===== src/rtl/gloves_pos_ctl.sv =====
// gloves_pos_ctl: frame-synchronous, clamped, step-limited gloves position.
// clk/rst: clock, async active-high reset
// mouse_xpos/mouse_ypos: raw mouse coordinates, sampled at frame start
// vblnk: vertical blanking, its rising edge marks a frame start
// enable: 1 follows the mouse, 0 recentres to X_INIT/Y_INIT
// xpos/ypos: registered gloves position, pos_valid: one-cycle update pulse
module gloves_pos_ctl #(
  parameter int H_MAX = 1024,
  parameter int V_MAX = 768,
  parameter int STEP_MAX = 16,
  parameter int X_INIT = 512,
  parameter int Y_INIT = 384
) (
  input  logic        clk,
  input  logic        rst,
  input  logic [11:0] mouse_xpos,
  input  logic [11:0] mouse_ypos,
  input  logic        vblnk,
  input  logic        enable,
  output logic [11:0] xpos,
  output logic [11:0] ypos,
  output logic        pos_valid
);
  localparam logic [1:0] IDLE = 2'd0, LIMIT = 2'd1, COMMIT = 2'd2;
  localparam logic [11:0] HM = 12'(H_MAX), VM = 12'(V_MAX), XI = 12'(X_INIT), YI = 12'(Y_INIT);
  localparam logic [11:0] ST = 12'(STEP_MAX);
  localparam logic signed [12:0] STS = 13'(STEP_MAX);
  logic [1:0] state;
  logic vblnk_q, recentre;
  logic [11:0] cap_x, cap_y, nxt_x, nxt_y;
  logic fs;
  assign fs = vblnk & ~vblnk_q;
  // the 13-bit signed delta cannot wrap, and cap >= 0 keeps o - ST non-negative
  function automatic logic [11:0] lim(input logic [11:0] c, input logic [11:0] o, input logic rc);
    logic signed [12:0] d;
    d = $signed({1'b0, c}) - $signed({1'b0, o});
    return rc ? c : d > STS ? o + ST : d < -STS ? o - ST : c;
  endfunction
  always_ff @(posedge clk or posedge rst)
    if (rst) begin
      state <= IDLE;
      vblnk_q <= 1'b1;
      recentre <= 1'b0;
      cap_x <= '0;
      cap_y <= '0;
      nxt_x <= '0;
      nxt_y <= '0;
      xpos <= XI;
      ypos <= YI;
      pos_valid <= 1'b0;
    end else begin
      vblnk_q <= vblnk;
      pos_valid <= 1'b0;
      if (state == IDLE && fs) begin
        cap_x <= enable ? (mouse_xpos > HM ? HM : mouse_xpos) : XI;
        cap_y <= enable ? (mouse_ypos > VM ? VM : mouse_ypos) : YI;
        recentre <= ~enable;
        state <= LIMIT;
      end else if (state == LIMIT) begin
        nxt_x <= lim(cap_x, xpos, recentre);
        nxt_y <= lim(cap_y, ypos, recentre);
        state <= COMMIT;
      end else if (state == COMMIT) begin
        xpos <= nxt_x;
        ypos <= nxt_y;
        pos_valid <= 1'b1;
        state <= IDLE;
      end
    end
endmodule


===== config.mk =====
export PLATFORM = sky130hd
export DESIGN_NAME = gloves_pos_ctl
export DESIGN_NICKNAME = d
export VERILOG_FILES = /design/src/rtl/gloves_pos_ctl.sv
export SDC_FILE = /design/constraint.sdc
export NUM_CORES = 1
export LEC_CHECK = 0
export BUFFER_PORTS_ARGS = -buffer_cell sky130_fd_sc_hd__clkbuf_2
export CELL_PAD_IN_SITES_DETAIL_PLACEMENT = 1
export CELL_PAD_IN_SITES_GLOBAL_PLACEMENT = 1
export CORE_ASPECT_RATIO = 0.9
export CORE_MARGIN = 4
export CORE_UTILIZATION = 30
export CTS_CLUSTER_DIAMETER = 100
export DETAILED_ROUTE_END_ITERATION = 10
export PLACE_DENSITY_LB_ADDON = 0.1
export REMOVE_ABC_BUFFERS = 1
export SYNTH_ARGS = -nofsm -noshare
export SYNTH_HDL_FRONTEND = slang
export SYNTH_SLANG_ARGS = --single-unit

===== constraint.sdc =====
create_clock -name clk -period 4.65 [get_ports clk]
set_clock_uncertainty 0.05 [all_clocks]
set_input_delay 0.2325 -clock clk [delete_from_list [all_inputs] [get_ports clk]]
set_output_delay 0.2325 -clock clk [all_outputs]
set_load 0.01 [all_outputs]

# Word-level counts from Yosys, hierarchy flattened
# Cells that the tools add are included.
dict set report classes {
  bitwise 5
  add_sub_neg 6
  reduce_logical 5
  n_eq_ne 2
  muxes 16
  order_cmp 6
}
# cell count
set ops {}
lappend ops {{$mux 12} 10}
lappend ops {{$gt 13x6->1 const B} 2}
lappend ops {{$lt 13x5->1 const B} 2}
lappend ops {{$sub 12x12->13} 2}
lappend ops {{$add 12x5->12 const B} 2}
lappend ops {{$sub 12x5->12 const B} 2}
lappend ops {{$gt 12x10->1 const B} 1}
lappend ops {{$gt 12x11->1 const B} 1}
lappend ops {{$mux 2} 3}
lappend ops {{$not 1->1} 4}
lappend ops {{$mux 1} 3}
lappend ops {{$reduce_and 3->1} 1}
lappend ops {{$reduce_bool 3->1} 1}
lappend ops {{$eq 2x1->1 const B} 1}
lappend ops {{$eq 2x2->1 const B} 1}
lappend ops {{$logic_not 2->1} 1}
lappend ops {{$reduce_and 2->1} 1}
lappend ops {{$and 1x1->1} 1}
lappend ops {{$logic_and 1x1->1} 1}
dict set report totals {
  register_bits 77
  in_bits 28
  wordCells 50
}

# Logic depth before layout (Yosys ltp)
# Gate-level depths: netlist of run 1.
dict set report logic_depth {
  ltp_word 5
  mapped_depth 15
  mapped_depth_nobuf 13
}

# Worst setup path after synthesis of run 1
# No wires, ideal clock.
dict set report synth_path {
  path_type {register -> register}
  from {register ypos[8]}
  to {register nxt_y[6]}
  stages_incl_launch_ff 13
  required_ps 4474
  slack_ps 1192
  arrival_ps 3282
  synth_period_minus_slack_ps 3458
  path_cell_list {dfstp_2 > clkbuf_1 > inv_1 > ha_1 > clkbuf_1 > or3_1 > o311ai_0 > nand4_1 > nor4b_2 > nor2_1 > a221oi_1 > nor3_1 > a221o_1}
}
dict set report synth_between {
  elab_chain_cells 5
}
# item line_no
set synth_lines {}
lappend synth_lines {{from (decl)} 21} ;# output logic [11:0] ypos,
lappend synth_lines {{from (signal assigned)} 65} ;# ypos <= nxt_y;
lappend synth_lines {{$sub 12x12->13 *} 36} ;# d = $signed({1'b0, c}) - $signed({1'b0, o});
lappend synth_lines {{$lt 13x5->1} 37} ;# return rc ? c : d > STS ? o + ST : d < -STS ? o - ST : c;
lappend synth_lines {{$mux 12} 37}
lappend synth_lines {{$mux 12 * (2 in series)} 37}
lappend synth_lines {{to (signal assigned)} 61} ;# nxt_y <= lim(cap_y, ypos, recentre);
lappend synth_lines {{to (decl)} 30} ;# logic [11:0] cap_x, cap_y, nxt_x, nxt_y;
# Every way passes the cells marked *; elsewhere a longest branch is shown, timed or not.
# A chain may end at the register's enable or synchronous reset.

# Final worst setup path of run 1
dict set report layout_path {
  from {register xpos[6]}
  to {register nxt_x[9]}
}
dict set report layout_between {
  elab_chain_cells 5
}
# item line_no
set layout_lines {}
lappend layout_lines {{from (decl)} 20} ;# output logic [11:0] xpos,
lappend layout_lines {{from (signal assigned)} 64} ;# xpos <= nxt_x;
lappend layout_lines {{$sub 12x12->13} 36}
lappend layout_lines {{$lt 13x5->1} 37}
lappend layout_lines {{$mux 12} 37}
lappend layout_lines {{$mux 12 * (2 in series)} 37}
lappend layout_lines {{to (signal assigned)} 60} ;# nxt_x <= lim(cap_x, xpos, recentre);
lappend layout_lines {{to (decl)} 30}
# Marks and branches as above.

==> impl_metrics.toml, run 1 <==
[routing]
dr.first_iter.drc_count = 160
drtAntennaViolNets = 0
drt-total-wl_microns = 15900
vias_per_cell = 5.20
avgRoutedWirePerCell_microns = 17.7
drcViolationCount = 0
vias = 4650
drt_pre_antenna_iters = 4

[clock_network]
clock_latency_ns = 0.35
clock_sinks = 77
numCtsBuffers = 9
clk_pin_slew_worst_paths_ns = 0.06
cts_tree = "built"
cts-resized-gates = 0
cts_root_buf = "clkbuf_16"
cts.path.max_buffers = 2
clock_tree.htree_level_count = 3

[power]
p_leak_uw = 0.00266
ir_worst_vdd_v = 0.000188
cellPowerDensity_mw_per_mm2 = 701

[placed_design]
post_dp_cell_area_sq_mm = 0.00569
place_congestion = 0.850
dp_hpwl_microns = 12200
port_buffers = 52
placed_cells = 877

[finish]
final_util_pct = 35.4
final_cell_area_sq_mm = 0.00601
stdcell_count = 894
drive_gt1_share_pct = 13.8
diodes = 0
nets = 712
syn_to_final_growth_pct = 15.1

[timing]
rsz0062_at_grt = "false"
final-hold-violation-count = 0
finalMaxSlewViolations = 0
finalCritPeriodShare_pct = 80.9
fin_tns_setup_ns = 0
worstMarginPinSlew_ns = 1.01
relSlewSlack_pct = 32.6
final.min_clock_period_ns = 3.76
fmaxAchievable_ghz = 0.266
setup_viol = 0

[floorplan]
start_util_pct = 30.7
die_width_microns = 147
rows = 45
pin_count = 53
fp.dieH_microns = 133
fp.dieArea_sq_mm = 0.0196
core_area_sq_mm = 0.0170

[worst_setup_path]
crit_buf_inv = 1
worstPathRequired_ns = 4.83
critPathTopFamily = "simple AND/OR/NAND/NOR gates"
critical-path-slowest-cell = "ha_1"
max_stage_delay_ns = 0.49
critPathLaunchType = "flop"
cp-end-kind = "flop"
path_max_fanout = 11
arrival_ns = 3.95
path_class = "flop to flop"
crit_chain = "inv_1, ha_1, and3b_1, a211o_1, a311oi_1, o21ai_1, or4b_1, or3_4, nand2_4, a21oi_4, or3_1, o211a_1"

[yosys]
synth_top_area_cell = "dfrtp_1"
yosysSeqAreaShare_pct = 37.0
synth_warnings = 0
ys.flop_type = "dfrtp_1"
syn_area_sq_mm = 0.00522
ys_ff_latch = 77
ys_types = 72
synth-async-reset-ratio_pct = 100
syn_avg_cell_area_sq_um = 8.49
yosys-top-cells-area = "dfrtp_1, ha_1, o21ai_0"
postSynthCellCount = 615
synth_top_area_share_pct = 35.0
synth_edf_count = 0

[grt]
antenna_found_initial = 0
grt_pass1_vias = 4887
overflow = 0
grtUsageTotal_pct = 16.8
grt_pass1_wl_microns = 26500
grt_max_degree = 78

[run_status]
status = "finished, final reports clean"

[min_path]
hold_class = "primary input to flop"

[flow_run]
maxCapViolCount = 0
## cells by family (layout without fill, tap and decap cells)
logic type,Yosys count,after routing,share of synthesized area (%)
AO/OA/AOI/OAI,185,185,23.1
XOR/XNOR,21,21,3.52
adder cells (fa/ha/maj),30,30,7.47
buffers and inverters,70,114,5.51
flip-flops,77,77,37.0
multiplexers,13,13,2.59
AND/OR/NAND/NOR,219,219,20.8
## path summary, 6_finish.rpt
| check | startpoint | end | slack, ns | cells after the start |
|---|---|---|---|---|
| worst max-delay path | xpos[6]$_DFFE_PP0P_ | nxt_x[9]$_DFFE_PP0P_ | 0.89 | 12 |
| worst min-delay path | mouse_xpos[1] | cap_x[1]$_DFFE_PP0P_ | 0.06 | 3 |
| min in group asynchronous | rst | cap_y[6]$_DFFE_PP0P_ | 0.14 | 3 |
| worst max register to register | xpos[6]$_DFFE_PP0P_ | nxt_x[9]$_DFFE_PP0P_ | 0.89 | 12 |
| worst min register to register | nxt_x[3]$_DFFE_PP0P_ | xpos[3]$_DFFE_PP0P_ | 0.43 | 2 |
| max in group asynchronous | rst | nxt_x[7]$_DFFE_PP0P_ | 3.76 | 3 |
## what timing repair did
action                                 CTS  global route
endpoints found under the hold margin    1             0
buffers inserted                         0             0
hold buffers                             1             0
## flip-flops by register name, summed over array words and instances (netlist names), 2 cells and up
name and flops:
nxt_x 12, state 2, cap_x 12, nxt_y 12, ypos 12, cap_y 12, xpos 12
## per-stage QoR
step	setup WS [ns]	hold slack, ns	power [uW]
4_1_cts	0.890	0.0484	4260
6_report	0.889	0.0606	4210
5_1_grt	0.618	0.0573	4620
3_5_place_dp	0.903	0.301	3490
3_3_place_gp	0.996	0.296	3460
2_1_floorplan	1.22	0.187	2790
## metal layers
metal | share of wire, % | routed length [microns] | vias to the layer above | global-route usage [%]
li1 | - | - | 2308 | -
met1 | 53 | 8430 | 2249 | 25.5
met2 | 42 | 6620 | 78 | 24.2
met3 | 3.8 | 598 | 15 | 3.67
met4 | 1.3 | 213 | 0 | 4.35
met5 | 0 | 0 | - | 0
## layout by cell type, fill, tap and decap left out, drive strengths merged, types with 7 or more instances in the layout
cell,count
nand3,23
o311ai,8
nor2b,8
nor2,41
inv,38
mux2i,9
a21oi,38
a22o,11
nor3,15
nor4,8
dfrtp,73
xnor2,14
nand4,7
clkbuf,64
and3,8
o21ai,68
xor2,7
nand2b,9
ha,28
nand2,75
a21o,7
## cells in the mapped netlist, drive strengths merged, types with 9 or more instances
library cell  number
inv               39
a21oi             38
xnor2             14
a22o              11
nor3              15
o21ai             68
clkbuf            24
nand3             23
nor2              41
nand2             75
dfrtp             73
mux2i              9
ha                28
nand2b             9
## worst register-to-register path, stage by stage, from the launching register on
cell and delay [ns]:
dfrtp_1 0.44, inv_1 0.13, ha_1 0.49, and3b_1 0.22, a211o_1 0.22, a311oi_1 0.29, o21ai_1 0.11, or4b_1 0.49
or3_4 0.40, nand2_4 0.17, a21oi_4 0.16, or3_1 0.36, o211a_1 0.12
## power breakdown
part           total [uW]  switching (uW)  internal (uW)  leakage [uW]
Combinational        2370            1420            945       0.00151
Sequential           1100             229            875       0.00100
Clock                 739             291            448      0.000153
## cell type report
| type | count | area (sq um) |
|---|---|---|
| fillers | 2067 | 11000 |
| multi-input cells | 468 | 3010 |
| flip-flops and latches | 77 | 1930 |
| repair buffers | 59 | 315 |
| well taps | 235 | 294 |
| clock buffers | 12 | 256 |
| inverters | 39 | 148 |
| clock inverters | 4 | 56.3 |
Power figures use the tool's default switching activity.
==> inputs of run 2 (changes only) <==
Clock period 4.65 ns to 3.5 ns, I/O delays scaled along.
==> run 2 against run 1 <==
Net effect:
- first-iteration DRC count rose by 48%
- global-route usage up 0.58 points
- maximum frequency up 12%
- clock power increased by 29%
- flip-flop and latch count unchanged
- via count is 6.5% higher
- final cell count up 5.0%
- critical path type unchanged
- largest power group unchanged
- highest routed layer unchanged
==> impl_metrics.toml, run 2 (same netlist as run 1, synthesis figures left out) <==
[min_path]
min_from = "mouse_xpos[3]"
hold_class = "primary input to flop"
hold_end = "cap_x[3]$_DFFE_PP0P_"
hold-path-cell-count = 2

[routing]
vias = 4953
drtAntennaViolNets = 0
drt-total-wl_microns = 16800
vias_per_cell = 5.27
avgRoutedWirePerCell_microns = 17.9
drcViolationCount = 0
drt_pre_antenna_iters = 5
dr.first_iter.drc_count = 236

[clock_network]
clk_pin_slew_worst_paths_ns = 0.06
numCtsBuffers = 9
clock_latency_ns = 0.34
cts_tree = "built"
cts_root_buf = "clkbuf_16"
clock_sinks = 77
clock_tree.htree_level_count = 3
cts.path.max_buffers = 2

[finish]
syn_to_final_growth_pct = 24.4
diodes = 0
seqCellArea_sq_mm = 0.00193
nets = 757
most-common-layout-cells = "nand2_1, dfrtp_1, o21ai_0"
drive_gt1_share_pct = 21.7
final_cell_area_sq_mm = 0.00650
multiInputGateArea_sq_mm = 0.00313
nFillCells = 2060

[timing]
final.min_clock_period_ns = 3.36
finalMaxSlewViolations = 0
setup_viol = 0
fmaxAchievable_ghz = 0.297
final-hold-violation-count = 0
finalCritPeriodShare_pct = 96.1
fin_tns_setup_ns = 0
worstMarginPinSlew_ns = 0.739
relSlewSlack_pct = 50.7

[floorplan]
pin_count = 53
start_util_pct = 30.7
fp.dieArea_sq_mm = 0.0196
core_area_sq_mm = 0.0170
rows = 45
die_width_microns = 147
fp.dieH_microns = 133

[worst_setup_path]
cp-end-kind = "flop"
worstPathRequired_ns = 3.68
rr_endpoint = "nxt_x[9]$_DFFE_PP0P_"
reg2reg_from = "xpos[0]$_DFFE_PP0P_"
arrival_ns = 3.54
critPathLaunchType = "flop"
r2r_slack_ns = 0.14
path_class = "flop to flop"
crit_chain = "ha_2, fa_2, nand2b_4, a21o_1, a311oi_2, o21ai_1, or4b_1, or3_4, nand2_8, a21oi_4, or3_1, o211a_1"
rr_worst_depth = 12
path_max_fanout = 7
critical-path-slowest-cell = "or4b_1"
critPathTopFamily = "simple AND/OR/NAND/NOR gates"
crit_buf_inv = 0
max_stage_delay_ns = 0.49

[grt]
grtUsageTotal_pct = 17.4
grt_pass1_vias = 5100
grt_max_degree = 34
overflow = 0
grt_pass1_wl_microns = 27600
antenna_found_initial = 0

[power]
p_leak_uw = 0.00292
p_comb_share_pct = 62.5
seq_power_share_pct = 22.2
cellPowerDensity_mw_per_mm2 = 959
p_int_uw = 3450
ir_worst_vdd_v = 0.000297
switching_share_pct = 44.7
p_clk_share_pct = 15.3
switching_power_uw = 2780

[placed_design]
dp_hpwl_microns = 13000
port_buffers = 52
post_dp_cell_area_sq_mm = 0.00601
place_congestion = 0.798

[flow_run]
maxCapViolCount = 0

[run_status]
status = "finished, final reports clean"
-- run 2: power by group through the flow --
| stage | clock (uW) | combinational, uW | sequential [uW] |
|---|---|---|---|
| after detailed placement | 0 | 3620 | 1400 |
| after global routing | 1020 | 4330 | 1430 |
| after floorplan | 0 | 2260 | 1440 |
| after CTS | 978 | 3660 | 1390 |
| final | 952 | 3900 | 1390 |
| after global placement | 0 | 3520 | 1390 |
-- run 2: area by class of cell --
class,instances,share of cell area [%]
clock buffer,10,3.68
multi-input combinational,468,48.1
inverter,39,2.27
tap,235,4.52
sequential,77,29.7
clock inverter,6,0.943
timing repair buffer,104,10.7
-- run 2: routing by layer --
| layer | GRT usage, % | vias up | wire length, microns |
|---|---|---|---|
| met5 | 0 | - | 0 |
| met4 | 3.42 | 0 | 152 |
| met3 | 3.33 | 10 | 670 |
| met2 | 25.9 | 94 | 7220 |
| met1 | 26.4 | 2459 | 8780 |
| li1 | - | 2390 | - |
-- run 2: metrics by stage --
stage / worst slack (ns) / util (%) / total power [uW] / hold slack (ns) / instances
after floorplan: 0.0690 / - / 3700 / 0.129 / 584
after global placement: 0.00558 / 35.4 / 4910 / 0.192 / 917
after detailed placement: -0.0505 / 35.4 / 5020 / 0.195 / 917
after CTS: 0.00642 / 37.3 / 6030 / 0.00735 / 935
after global routing: -0.0000611 / 38.2 / 6780 / 0.0150 / 939
final: 0.136 / 38.2 / 6230 / 0.0194 / 939
-- run 2: repair_timing --
item,in CTS,in global routing
setup buffers,0,3
pin swaps,0,7
gates cloned,0,1
hold buffers,2,0
resized for setup,3,25
setup endpoints to repair,10,22
endpoints found under the hold margin,31,0
-- run 2: worst max path at each step --
stage                                  endpoint  slack [ns]  cells past startpoint                start
after floorplan            nxt_x[9]$_DFFE_PP0P_        0.07                     12  xpos[0]$_DFFE_PP0P_
after global placement     nxt_y[0]$_DFFE_PP0P_       0.006                     12  ypos[8]$_DFFE_PP1P_
after detailed placement   nxt_x[2]$_DFFE_PP0P_       -0.05                     13  xpos[0]$_DFFE_PP0P_
after CTS                  nxt_y[0]$_DFFE_PP0P_       0.006                     12  ypos[8]$_DFFE_PP1P_
after global routing      nxt_x[11]$_DFFE_PP0P_    -0.00006                     14  xpos[6]$_DFFE_PP0P_
final                      nxt_x[9]$_DFFE_PP0P_        0.14                     12  xpos[0]$_DFFE_PP0P_
